File: config.mk
export PLATFORM = sky130hd
export DESIGN_NAME = if_stage
export DESIGN_NICKNAME = d
export VERILOG_FILES = /design/src/rtl/if_stage.sv
export SDC_FILE = /design/constraint.sdc
export NUM_CORES = 1
export LEC_CHECK = 0
export ABC_CLOCK_PERIOD_IN_PS = 1600
export CORE_MARGIN = 2
export CORE_UTILIZATION = 30
export CTS_CLUSTER_DIAMETER = 30
export DETAILED_ROUTE_END_ITERATION = 6
export MAX_ROUTING_LAYER = met4
export PLACE_DENSITY = 0.69
export SLEW_MARGIN = 5
export SYNTH_ARGS = -nofsm -noshare
export SYNTH_HDL_FRONTEND = slang
export SYNTH_SLANG_ARGS = --single-unit
File: constraint.sdc
create_clock -name clk -period 1.6 [get_ports clk]
set_clock_uncertainty 0.05 [all_clocks]
set_input_delay 0.16 -clock clk [delete_from_list [all_inputs] [get_ports clk]]
set_output_delay 0.16 -clock clk [all_outputs]
set_load 0.05 [all_outputs]
File: src/rtl/if_stage.sv
// Instruction-fetch stage: owns the fetch PC, runs a single-outstanding
// req/gnt/rvalid imem port, and fills the IF/ID register with a one-entry skid buffer.
module if_stage #(
  parameter logic [31:0] RESET_PC  = 32'h0000_0000,
  parameter logic [31:0] NOP_INSTR = 32'h0000_0013
) (
  input  logic        clk,
  input  logic        rst_n,
  input  logic        Stall_IF,
  input  logic        Stall_ID,
  input  logic        Redirect_EX,
  input  logic [31:0] PCTarget_EX,
  output logic        imem_req,
  output logic [31:0] imem_addr,
  input  logic        imem_gnt,
  input  logic        imem_rvalid,
  input  logic [31:0] imem_rdata,
  output logic        valid_ID,
  output logic [31:0] instr_ID,
  output logic [31:0] pc_ID,
  output logic [31:0] pcplus4_ID
);

  localparam logic [2:0] IDLE = 3'd0;
  localparam logic [2:0] REQ  = 3'd1;
  localparam logic [2:0] WAIT = 3'd2;
  localparam logic [2:0] HOLD = 3'd3;
  localparam logic [2:0] KILL = 3'd4;

  logic [2:0]  state_q, state_d;
  logic [31:0] pc_f_q, pc_f_d;
  logic [31:0] buf_instr_q, buf_instr_d;
  logic        valid_id_q, valid_id_d;
  logic [31:0] instr_id_q, instr_id_d;
  logic [31:0] pc_id_q, pc_id_d;
  logic        deliver;
  logic        kill_pending;

  always_comb begin
    deliver      = !Stall_IF && !Stall_ID && !Redirect_EX;
    state_d      = state_q;
    pc_f_d       = pc_f_q;
    buf_instr_d  = buf_instr_q;
    valid_id_d   = valid_id_q;
    instr_id_d   = instr_id_q;
    pc_id_d      = pc_id_q;
    // An accepted request whose response has not yet returned must be drained.
    kill_pending = ((state_q == WAIT) && !imem_rvalid) ||
                   ((state_q == REQ)  &&  imem_gnt)    ||
                   ((state_q == KILL) && !imem_rvalid);

    if (!Stall_ID) begin
      valid_id_d = 1'b0;
      instr_id_d = NOP_INSTR;
    end

    case (state_q)
      IDLE: state_d = REQ;
      REQ: begin
        if (imem_gnt) state_d = WAIT;
      end
      WAIT: begin
        if (imem_rvalid) begin
          if (deliver) begin
            valid_id_d = 1'b1;
            instr_id_d = imem_rdata;
            pc_id_d    = pc_f_q;
            pc_f_d     = pc_f_q + 32'd4;
            state_d    = REQ;
          end else begin
            buf_instr_d = imem_rdata;
            state_d     = HOLD;
          end
        end
      end
      HOLD: begin
        if (deliver) begin
          valid_id_d = 1'b1;
          instr_id_d = buf_instr_q;
          pc_id_d    = pc_f_q;
          pc_f_d     = pc_f_q + 32'd4;
          state_d    = REQ;
        end
      end
      KILL: begin
        if (imem_rvalid) state_d = REQ;
      end
      default: state_d = IDLE;
    endcase

    if (Redirect_EX) begin
      pc_f_d     = PCTarget_EX & ~32'd3;
      valid_id_d = 1'b0;
      instr_id_d = NOP_INSTR;
      state_d    = kill_pending ? KILL : REQ;
    end
  end

  always_ff @(posedge clk) begin
    if (!rst_n) begin
      state_q     <= IDLE;
      pc_f_q      <= RESET_PC;
      buf_instr_q <= NOP_INSTR;
      valid_id_q  <= 1'b0;
      instr_id_q  <= NOP_INSTR;
      pc_id_q     <= RESET_PC;
    end else begin
      state_q     <= state_d;
      pc_f_q      <= pc_f_d;
      buf_instr_q <= buf_instr_d;
      valid_id_q  <= valid_id_d;
      instr_id_q  <= instr_id_d;
      pc_id_q     <= pc_id_d;
    end
  end

  assign imem_req   = (state_q == REQ);
  assign imem_addr  = pc_f_q;
  assign valid_ID   = valid_id_q;
  assign instr_ID   = instr_id_q;
  assign pc_ID      = pc_id_q;
  assign pcplus4_ID = pc_id_q + 32'd4;

endmodule

==> key figures <==
Floorplanning
  • Row count: 51
  • Die ar.: 21,000 um^2
  • Die Span Y: 145 um
  • Die W: 145 um
  • Core Area: 19,500 um^2
  • Starting density of the core: 30.6%
  • I/O Pins: 201

Setup path
  • CP Depth: 7
  • RR Startpoint: imem_addr[3]
  • Worst Path Required: 1.39 ns
  • CP Class: flop to output port
  • Buffers & Inverters on Critical Path: 3
  • Crit-path max cell delay: 0.36 ns
  • Worst setup path end: pcplus4_ID[24]
  • R2R setup slack: -0.11 ns
  • Slowest-stage cell, CP: dfxtp_4
  • CP Launch Point: pc_ID[5]
  • Crit path cell chain: buf_8, nand4_1, buf_4, nor4_4, nand3_2, xnor2_4, buf_12
  • Setup crit end kind: output port
  • Startpoint Class: flop
  • FF-to-FF path depth: 6
  • Reg2reg end: imem_addr[30]
  • CP arrival: 2.16 ns
  • CP max FO: 5
  • Top Family by Delay on Critical Path: simple AND/OR/NAND/NOR gates

Logic synthesis
  • Post-synthesis cell type with the largest combined area: dfxtp_1
  • Post-synth EDFFs: 0
  • Most area-consuming cells after synthesis: dfxtp_1 (43%), nand2_1 (9.8%), a21boi_0 (7.1%)
  • Post-Syn Area: 5960 um^2
  • Count of cell types in the netlist: 51
  • Ys async rst share: 0%
  • Main combinational cell family by area after synthesis: simple AND/OR/NAND/NOR gates
  • Avg Synthesized Cell Area: 8.32 um^2
  • Count leader, synth: nand2_1
  • Ys flop type: dfxtp_1
  • Post-Synth Adder-Cell Area: 0.420%
  • Post-synthesis simple-gate area fraction: 23.7%
  • Yosys warning count: 0
  • Cells after synthesis: 717
  • Yosys top cell area share: 43.0%
  • Synthesized flop and latch total: 128
  • Compound-Gate Fraction of Synth Area: 20.1%
  • Most frequent cells after synthesis: nand2_1 (155), dfxtp_1 (128), a21boi_0 (56)
  • Xor and xnor area share after synthesis: 7.05%
  • Post-synthesis mux area share: 0.168%
  • Post-synthesis sequential area ratio: 43.0%

Place
  • Port Buffers: 192
  • Final HPWL DP: 14.2 mm
  • Worst setup slack after placement: -0.427 ns
  • Placed cell count: 1,235
  • Post-placement cell area: 9640 um^2
  • GP Congestion: 0.835

Route
  • Via Count: 6,480
  • DRT Wirelength: 21.2 mm
  • DRC Markers: 0
  • Drt pass-1 iters: 6
  • Vias per inst: 4.95
  • Final ANT Viol Nets: 0
  • Iter 0 DRT Violations: 448
  • WL per Instance: 16.2 um

GRT
  • Initial antenna violation count: 2
  • Global Route Usage Sum: 19.8%
  • Global-route wire length before repair: 32.8 mm
  • Largest net degree at the start of global routing: 45
  • Vias in the first global route: 6,364
  • GRT overflow: 0

STA
  • Period utilization: 148%
  • Fin crit period: 2.37 ns
  • FMAX: 422 MHz
  • Final worst-path setup slack: -0.772 ns
  • RSZ-0062 raised after global routing: yes
  • Final setup violation count: 41
  • Max Slew Vio Count: 0
  • Final hold vios: 0
  • WHS: 0.0550 ns

Cells and area
  • Area Overhead vs Synth: 89.9%
  • Final Instance Count excl. Fillers: 1,309
  • # nets final: 1,102
  • Design area: 11,300 um^2
  • Filler cell count: 1,608
  • Share of cells above drive strength 1: 44.4%

Clocking
  • Sink Count: 128
  • Cts bufs inserted: 17
  • H-tree depth: 4
  • CTS clock-pin slew for the worst setup and hold paths: 0.06 ns
  • CTS Buffer Depth: 2
  • Clock root buffer: clkbuf_16
  • Worst skew pair latency: 0.42 ns
  • CTS tree: yes

Status
  • Failing checks: setup timing
  • Run status: finished with violations

Run
  • Maxcap violations: 0

Min path
  • Hold crit path type: input pin to flop
  • Hold_sp: rst_n

Power and ir drop
  • Pwr/cell area: 735 nW/um^2
  • Max VDD drop: 693 uV
  • Lkg Pwr: 4.47 nW
==> power breakdown <==
part           switching, mW  internal [mW]  leakage, nW
Combinational          0.581          0.473         3.11
Clock                   1.46           2.53        0.297
Sequential            0.0527           3.22         1.07
==> stage by stage <==
stage / TNS [ns] / utilization [%] / total power, mW
final: -15.70 / 58.2 / 8.32
after global routing: -18.84 / 58.2 / 8.60
after CTS: -15.46 / 55.2 / 8.35
after detailed placement: -41.26 / 49.5 / 4.32
after global placement: -36.00 / 49.5 / 4.31
after floorplan: -10.01 / - / 3.85
==> kinds of logic (layout without fill, tap and decap cells) <==
kind of cell | after synthesis | after routing
and+or+nand+nor | 298 | 298
adders and majority gates | 2 | 2
DFF | 128 | 128
muxes | 1 | 1
buffers and inverters | 70 | 390
xor gates and xnor gates | 48 | 48
AOI/OAI and AO/OA | 169 | 169
other | 1 | 8
==> sequential cells by signal, summed over array words and instances, names as in the netlist <==
| name | count |
|---|---|
| instr_ID | 32 |
| imem_addr | 30 |
| state_q | 3 |
| pc_ID | 30 |
| valid_ID | 1 |
| buf_instr_q | 32 |
==> cell usage in the layout (no fill, tap or decap), types with 30 or more instances in the layout <==
| master | count |
|---|---|
| buf_4 | 184 |
| nand2_1 | 146 |
| dfxtp_1 | 77 |
| clkdlybuf4s50_1 | 66 |
| buf_12 | 46 |
| buf_6 | 38 |
| o21ai_0 | 35 |
| nor2_1 | 34 |
| a222oi_1 | 30 |
| dfxtp_4 | 30 |
==> timing repair <==
| item | 4_1_cts | 5_1_grt |
|---|---|---|
| cloned | 4 | 2 |
| setup buffers | 15 | 24 |
| hold buffers | 0 | 0 |
| setup endpoints to repair | 132 | 123 |
| pin swaps | 32 | 47 |
| gates resized for setup | 69 | 109 |
==> worst min-delay path by stage <==
stage / slack, ns / end / cells after the start
floorplan: 0.23 / instr_ID[0] / 2
global placement: 0.39 / buf_instr_q[7] / 2
detailed placement: 0.40 / buf_instr_q[6] / 2
CTS: 0.05 / buf_instr_q[0] / 2
global route: 0.08 / buf_instr_q[1] / 2
finish: 0.06 / buf_instr_q[0] / 2
==> per-layer routing <==
metal	part of all wire, %	GRT usage (%)	vias up
met4	1.8	5.59	0
met2	49	33.4	238
met5	0	-	-
met3	7.2	5.16	32
met1	42	23.5	3066
li1	-	-	3144
==> layout make-up <==
cell class,count,area [um^2],area share (%)
Timing Repair Buffer,344,3590,31.7
Clock inverter,11,125,1.10
Inverter,14,52.6,0.464
Multi-Input combinational cell,524,4030,35.6
Tap cell,265,332,2.93
Sequential cell,128,2700,23.9
Antenna cell,2,5.00,0.0442
Clock buffer,21,493,4.35
(Power assumes the default switching activity.)
